`config.mk`:
```
export PLATFORM = sky130hd
export DESIGN_NAME = date_set_controller
export DESIGN_NICKNAME = d
export VERILOG_FILES = /design/src/rtl/date_set_controller.sv
export SDC_FILE = /design/constraint.sdc
export NUM_CORES = 1
export LEC_CHECK = 0
export ABC_AREA = 1
export BUFFER_PORTS_ARGS = -buffer_cell sky130_fd_sc_hd__buf_4
export CORE_MARGIN = 4
export CORE_UTILIZATION = 55
export CTS_CLUSTER_SIZE = 40
export DETAILED_ROUTE_END_ITERATION = 7
export HOLD_SLACK_MARGIN = 0.12
export PLACE_DENSITY = 0.79
export SLEW_MARGIN = 5
export SYNTH_ARGS = -nofsm -noshare
export SYNTH_HDL_FRONTEND = slang
export SYNTH_SLANG_ARGS = --single-unit
```
`constraint.sdc`:
```
create_clock -name clock -period 3.1 [get_ports clock]
set_clock_uncertainty 0.05 [all_clocks]
set_input_delay 0.465 -clock clock [delete_from_list [all_inputs] [get_ports clock]]
set_output_delay 0.465 -clock clock [all_outputs]
set_load 0.03 [all_outputs]
```
`src/rtl/date_set_controller.sv`:
```
// Date-setting front end: steps through date fields on key_mode and issues one-hot increment pulses on key_up.
// Optional auto-repeat on a held key_up is enabled by defining DATE_SET_AUTO_REPEAT_EN.
module date_set_controller #(
    parameter int REPEAT_DELAY  = 24,
    parameter int REPEAT_PERIOD = 8,
    parameter int TIMEOUT_TICKS = 10
) (
    input  logic       clock,
    input  logic       reset,
    input  logic       tick_in,
    input  logic       key_mode,
    input  logic       key_up,
    output logic       clock_carry,
    output logic [5:0] up,
    output logic [1:0] set,
    output logic [2:0] field,
    output logic       setting
);
    localparam int TW = $clog2(TIMEOUT_TICKS + 1);

    typedef enum logic [2:0] {
        RUN     = 3'd0,
        S_DAY   = 3'd1,
        S_MONTH = 3'd2,
        S_Y0    = 3'd3,
        S_Y1    = 3'd4,
        S_Y2    = 3'd5,
        S_Y3    = 3'd6
    } state_t;

    state_t        state, state_nxt;
    logic          mode_q, up_q;
    logic          mode_edge, up_edge;
    logic [TW-1:0] tcnt;
    logic [5:0]    field_bit;
    logic          rpt_fire;

    assign mode_edge = key_mode && !mode_q;
    assign up_edge   = key_up && !up_q;
    assign field_bit = (state == RUN) ? 6'd0 : (6'd1 << (state - 3'd1));

    // Mode edge outranks both the timeout and any pending key_up edge.
    always_comb begin
        state_nxt = state;
        if (mode_edge) begin
            unique case (state)
                RUN:     state_nxt = S_DAY;
                S_DAY:   state_nxt = S_MONTH;
                S_MONTH: state_nxt = S_Y3;
                S_Y3:    state_nxt = S_Y2;
                S_Y2:    state_nxt = S_Y1;
                S_Y1:    state_nxt = S_Y0;
                default: state_nxt = RUN;
            endcase
        end else if (state != RUN && tcnt == TW'(TIMEOUT_TICKS)) begin
            state_nxt = RUN;
        end
    end

`ifdef DATE_SET_AUTO_REPEAT_EN
    localparam int RW = $clog2(REPEAT_DELAY + 1);
    logic [RW-1:0] rpt;

    assign rpt_fire = key_up && (rpt == RW'(REPEAT_DELAY));

    // rpt counts cycles since the initial pulse; after firing it reloads so the
    // next fire lands REPEAT_PERIOD cycles later. Zero means idle.
    always_ff @(posedge clock) begin
        if (reset || state_nxt != state || !key_up)
            rpt <= '0;
        else if (up_edge && state != RUN)
            rpt <= RW'(1);
        else if (rpt == RW'(REPEAT_DELAY))
            rpt <= RW'(REPEAT_DELAY - REPEAT_PERIOD + 1);
        else if (rpt != '0)
            rpt <= rpt + RW'(1);
    end
`else
    assign rpt_fire = 1'b0;
`endif

    always_ff @(posedge clock) begin
        if (reset) begin
            state  <= RUN;
            mode_q <= 1'b1;
            up_q   <= 1'b1;
            tcnt   <= '0;
            up     <= '0;
        end else begin
            state  <= state_nxt;
            mode_q <= key_mode;
            up_q   <= key_up;
            up     <= (!mode_edge && (up_edge || rpt_fire)) ? field_bit : 6'd0;
            if (state_nxt != state || mode_edge || up_edge)
                tcnt <= '0;
            else if (state != RUN && tick_in && tcnt != TW'(TIMEOUT_TICKS))
                tcnt <= tcnt + TW'(1);
        end
    end

    always_comb begin
        unique case (state)
            RUN:     set = 2'b00;
            S_DAY:   set = 2'b11;
            default: set = 2'b10;
        endcase
    end

    assign field       = state;
    assign setting     = (state != RUN);
    assign clock_carry = tick_in && (state == RUN) && !reset;

endmodule

```
==> impl_metrics.py <==
metrics = {
    "critical_path": {
        "critical_path_class": "reg -> out",
        "r2r_start": "field[0]",
        "arrival_ns": 1.61,
        "reg2reg_setup_slack_ns": 1.34,
        "crit_end": "clock_carry",
        "crit_start": "field[1]",
        "cp-end-kind": "output port",
        "cp.required_ns": 2.58,
        "crit_fanout": 6,
        "r2r_end": "tcnt[1]",
        "worst_setup_path_start_kind": "register",
        "ff2ff_path_depth": 9,
    },
    "sta": {
        "worst_pin_slew_ns": 0.454,
        "slew_violations": 0,
        "maxSlewHeadroom_pct": 69.7,
        "worst_hold_slack_ns": 0.321,
        "fmax_ghz": 0.470,
        "hold_viol": 0,
        "period_share_pct": 68.6,
        "finalSetupTns_ns": 0,
        "rsz0062_at_grt": "no",
        "setup_violations": 0,
        "min_period_ns": 2.13,
    },
    "power_and_ir_drop": {
        "power_density_nw_per_um2": 348,
        "vdd.ir_drop.worst_mv": 0.319,
        "leakage_nw": 0.493,
    },
    "die": {
        "die_w_um": 48.2,
        "core_um2": 1520,
        "io_pins": 18,
        "initial_core_util_pct": 58.4,
        "dieArea_um2": 2320,
        "die_h_um": 48.2,
        "num_rows": 14,
    },
    "placed_design": {
        "hpwlAfterDp_mm": 1.44,
        "globalplace.congestion": 0.848,
        "numPortBuffers": 17,
    },
    "routing": {
        "dr.pass1.iters": 4,
        "drtIter0Drc": 14,
        "post_drt_wl_per_cell_um": 11.5,
        "ant_nets": 0,
        "drc_errors": 0,
        "viasPerCell": 4.98,
        "vias": 767,
        "totalWireLength_mm": 1.77,
    },
    "final_layout": {
        "drive_above_1_share_pct": 26.1,
        "final_cell_mix": "nand2_1, buf_4, inv_1, dfxtp_1, nor2_1",
        "multi_input_area_um2": 502,
        "fill_cells": 121,
        "layout_commonest_cell": "nand2_1",
        "final-seq-area_um2": 300,
        "nets": 153,
        "fin_util_pct": 69.0,
        "diodes": 0,
        "areaGrowthSynthToFinish_pct": 18.3,
    },
    "grt": {
        "grt_pass1_vias": 668,
        "grt_max_degree": 9,
        "gr-total-overflow": 0,
        "grt_pass1_wl_mm": 2.82,
        "grt_use_total_pct": 17.1,
        "antenna_found_initial": 0,
    },
    "cts": {
        "clockBufferDepth": 2,
        "insertion_delay_ns": 0.29,
        "htreeDepth": 1,
        "cts_setup_buffers": 0,
        "hold_buffers": 0,
        "clk_pin_slew_ns": 0.09,
        "cts_buffers": 3,
        "cts_tree": "yes",
        "cts-root-buf": "clkbuf_4",
        "cts.sinks": 15,
        "cts-resized-gates": 0,
    },
    "yosys": {
        "yosysSeqAreaShare_pct": 33.8,
        "post-synth-top-area-cell": "dfxtp_1",
        "synth_top_family_by_area": "simple AND/OR/NAND/NOR gates",
        "synth_compound_gate_area_share_pct": 2.25,
        "synthXorXnorAreaFrac_pct": 1.83,
        "synth_cells": 118,
        "postSynthAreaPerCell_um2": 7.54,
        "synth.distinct_cells": 20,
        "netlist_area_um2": 890,
        "syn_nets": 132,
        "ys_top_cells_by_area": "dfxtp_1, ha_1, nand2_1, inv_1, nand3_1",
        "ys_seq_elements": 15,
        "synthAdderAreaFrac_pct": 12.7,
        "yosys_warnings": 0,
        "synthSimpleGateAreaFrac_pct": 39.7,
        "synth_top_area_share_pct": 33.8,
        "synth_mux_area_share_pct": 0,
    },
    "status": {
        "outcome": "finished clean",
    },
    "job": {
        "max-cap-violations": 0,
    },
    "hold_path": {
        "hp-class": "in -> reg",
    },
}
## cell type report
cell class / count / share of cell area (%)
timing repair buffer: 17 / 12.1
sequential: 15 / 28.5
tap: 16 / 1.90
multi-input combinational: 83 / 47.7
inverter: 19 / 7.25
clock buffer: 4 / 2.50
## power breakdown
part	internal, mW	total, mW	switching [mW]
combinational	0.0199	0.0546	0.0347
clock	0.0501	0.113	0.0634
sequential	0.195	0.198	0.00298
## per-stage QoR
stage | setup WS (ns) | total power [mW] | std cells | instance area [um^2]
after CTS | 0.970 | 0.367 | 154 | 1050
final | 0.974 | 0.366 | 154 | 1050
after global placement | 1.38 | 0.256 | 150 | 1030
after floorplan | 1.07 | 0.239 | 118 | 890
after detailed placement | 1.29 | 0.257 | 150 | 1030
after global routing | 0.877 | 0.378 | 154 | 1050
## synthesized netlist by cell type (all sizes together)
cell,instances
dfxtp,15
nor3,5
nand4,1
buf,1
ha,9
or2,2
inv,19
nor2,16
xnor2,1
o21ai,1
nand2,34
nand3,11
a21oi,3
## state kept, by name, indices dropped and copies added (netlist names)
| register | flops |
|---|---|
| mode_q | 1 |
| up_q | 1 |
| tcnt | 4 |
| field | 3 |
| up | 6 |
## worst min path at each step
stage	start	to	slack, ns	depth (start not counted)
3_3_place_gp	field[0]	up[3]	0.46	1
3_5_place_dp	field[0]	up[3]	0.47	1
2_1_floorplan	tcnt[3]	tcnt[3]	0.48	4
5_1_grt	reset	field[2]	0.33	2
6_report	reset	field[2]	0.32	2
4_1_cts	reset	field[2]	0.32	2
## cell families (layout without fill, tap and decap cells)
| family | after synthesis | in the layout |
|---|---|---|
| AO/OA/AOI/OAI | 4 | 4 |
| XOR/XNOR | 1 | 1 |
| adder cells (fa/ha/maj) | 9 | 9 |
| buffers and inverters | 20 | 40 |
| flip-flops | 15 | 15 |
| AND/OR/NAND/NOR | 69 | 69 |
## critical path: stages, from the launching register on
cell and delay [ns]:
dfxtp_1 0.38, inv_1 0.19, ha_1 0.36, nand2_8 0.10, nor2_1 0.12, buf_4 0.17
## metal layers
| metal | wire (um) | vias up | global-route usage [%] |
|---|---|---|---|
| met5 | 0 | - | 0 |
| met4 | 34 | 0 | 6.45 |
| met3 | 52 | 5 | 2.21 |
| met2 | 908 | 19 | 31.0 |
| met1 | 772 | 340 | 20.0 |
| li1 | - | 403 | - |
Power figures use the tool's default switching activity.
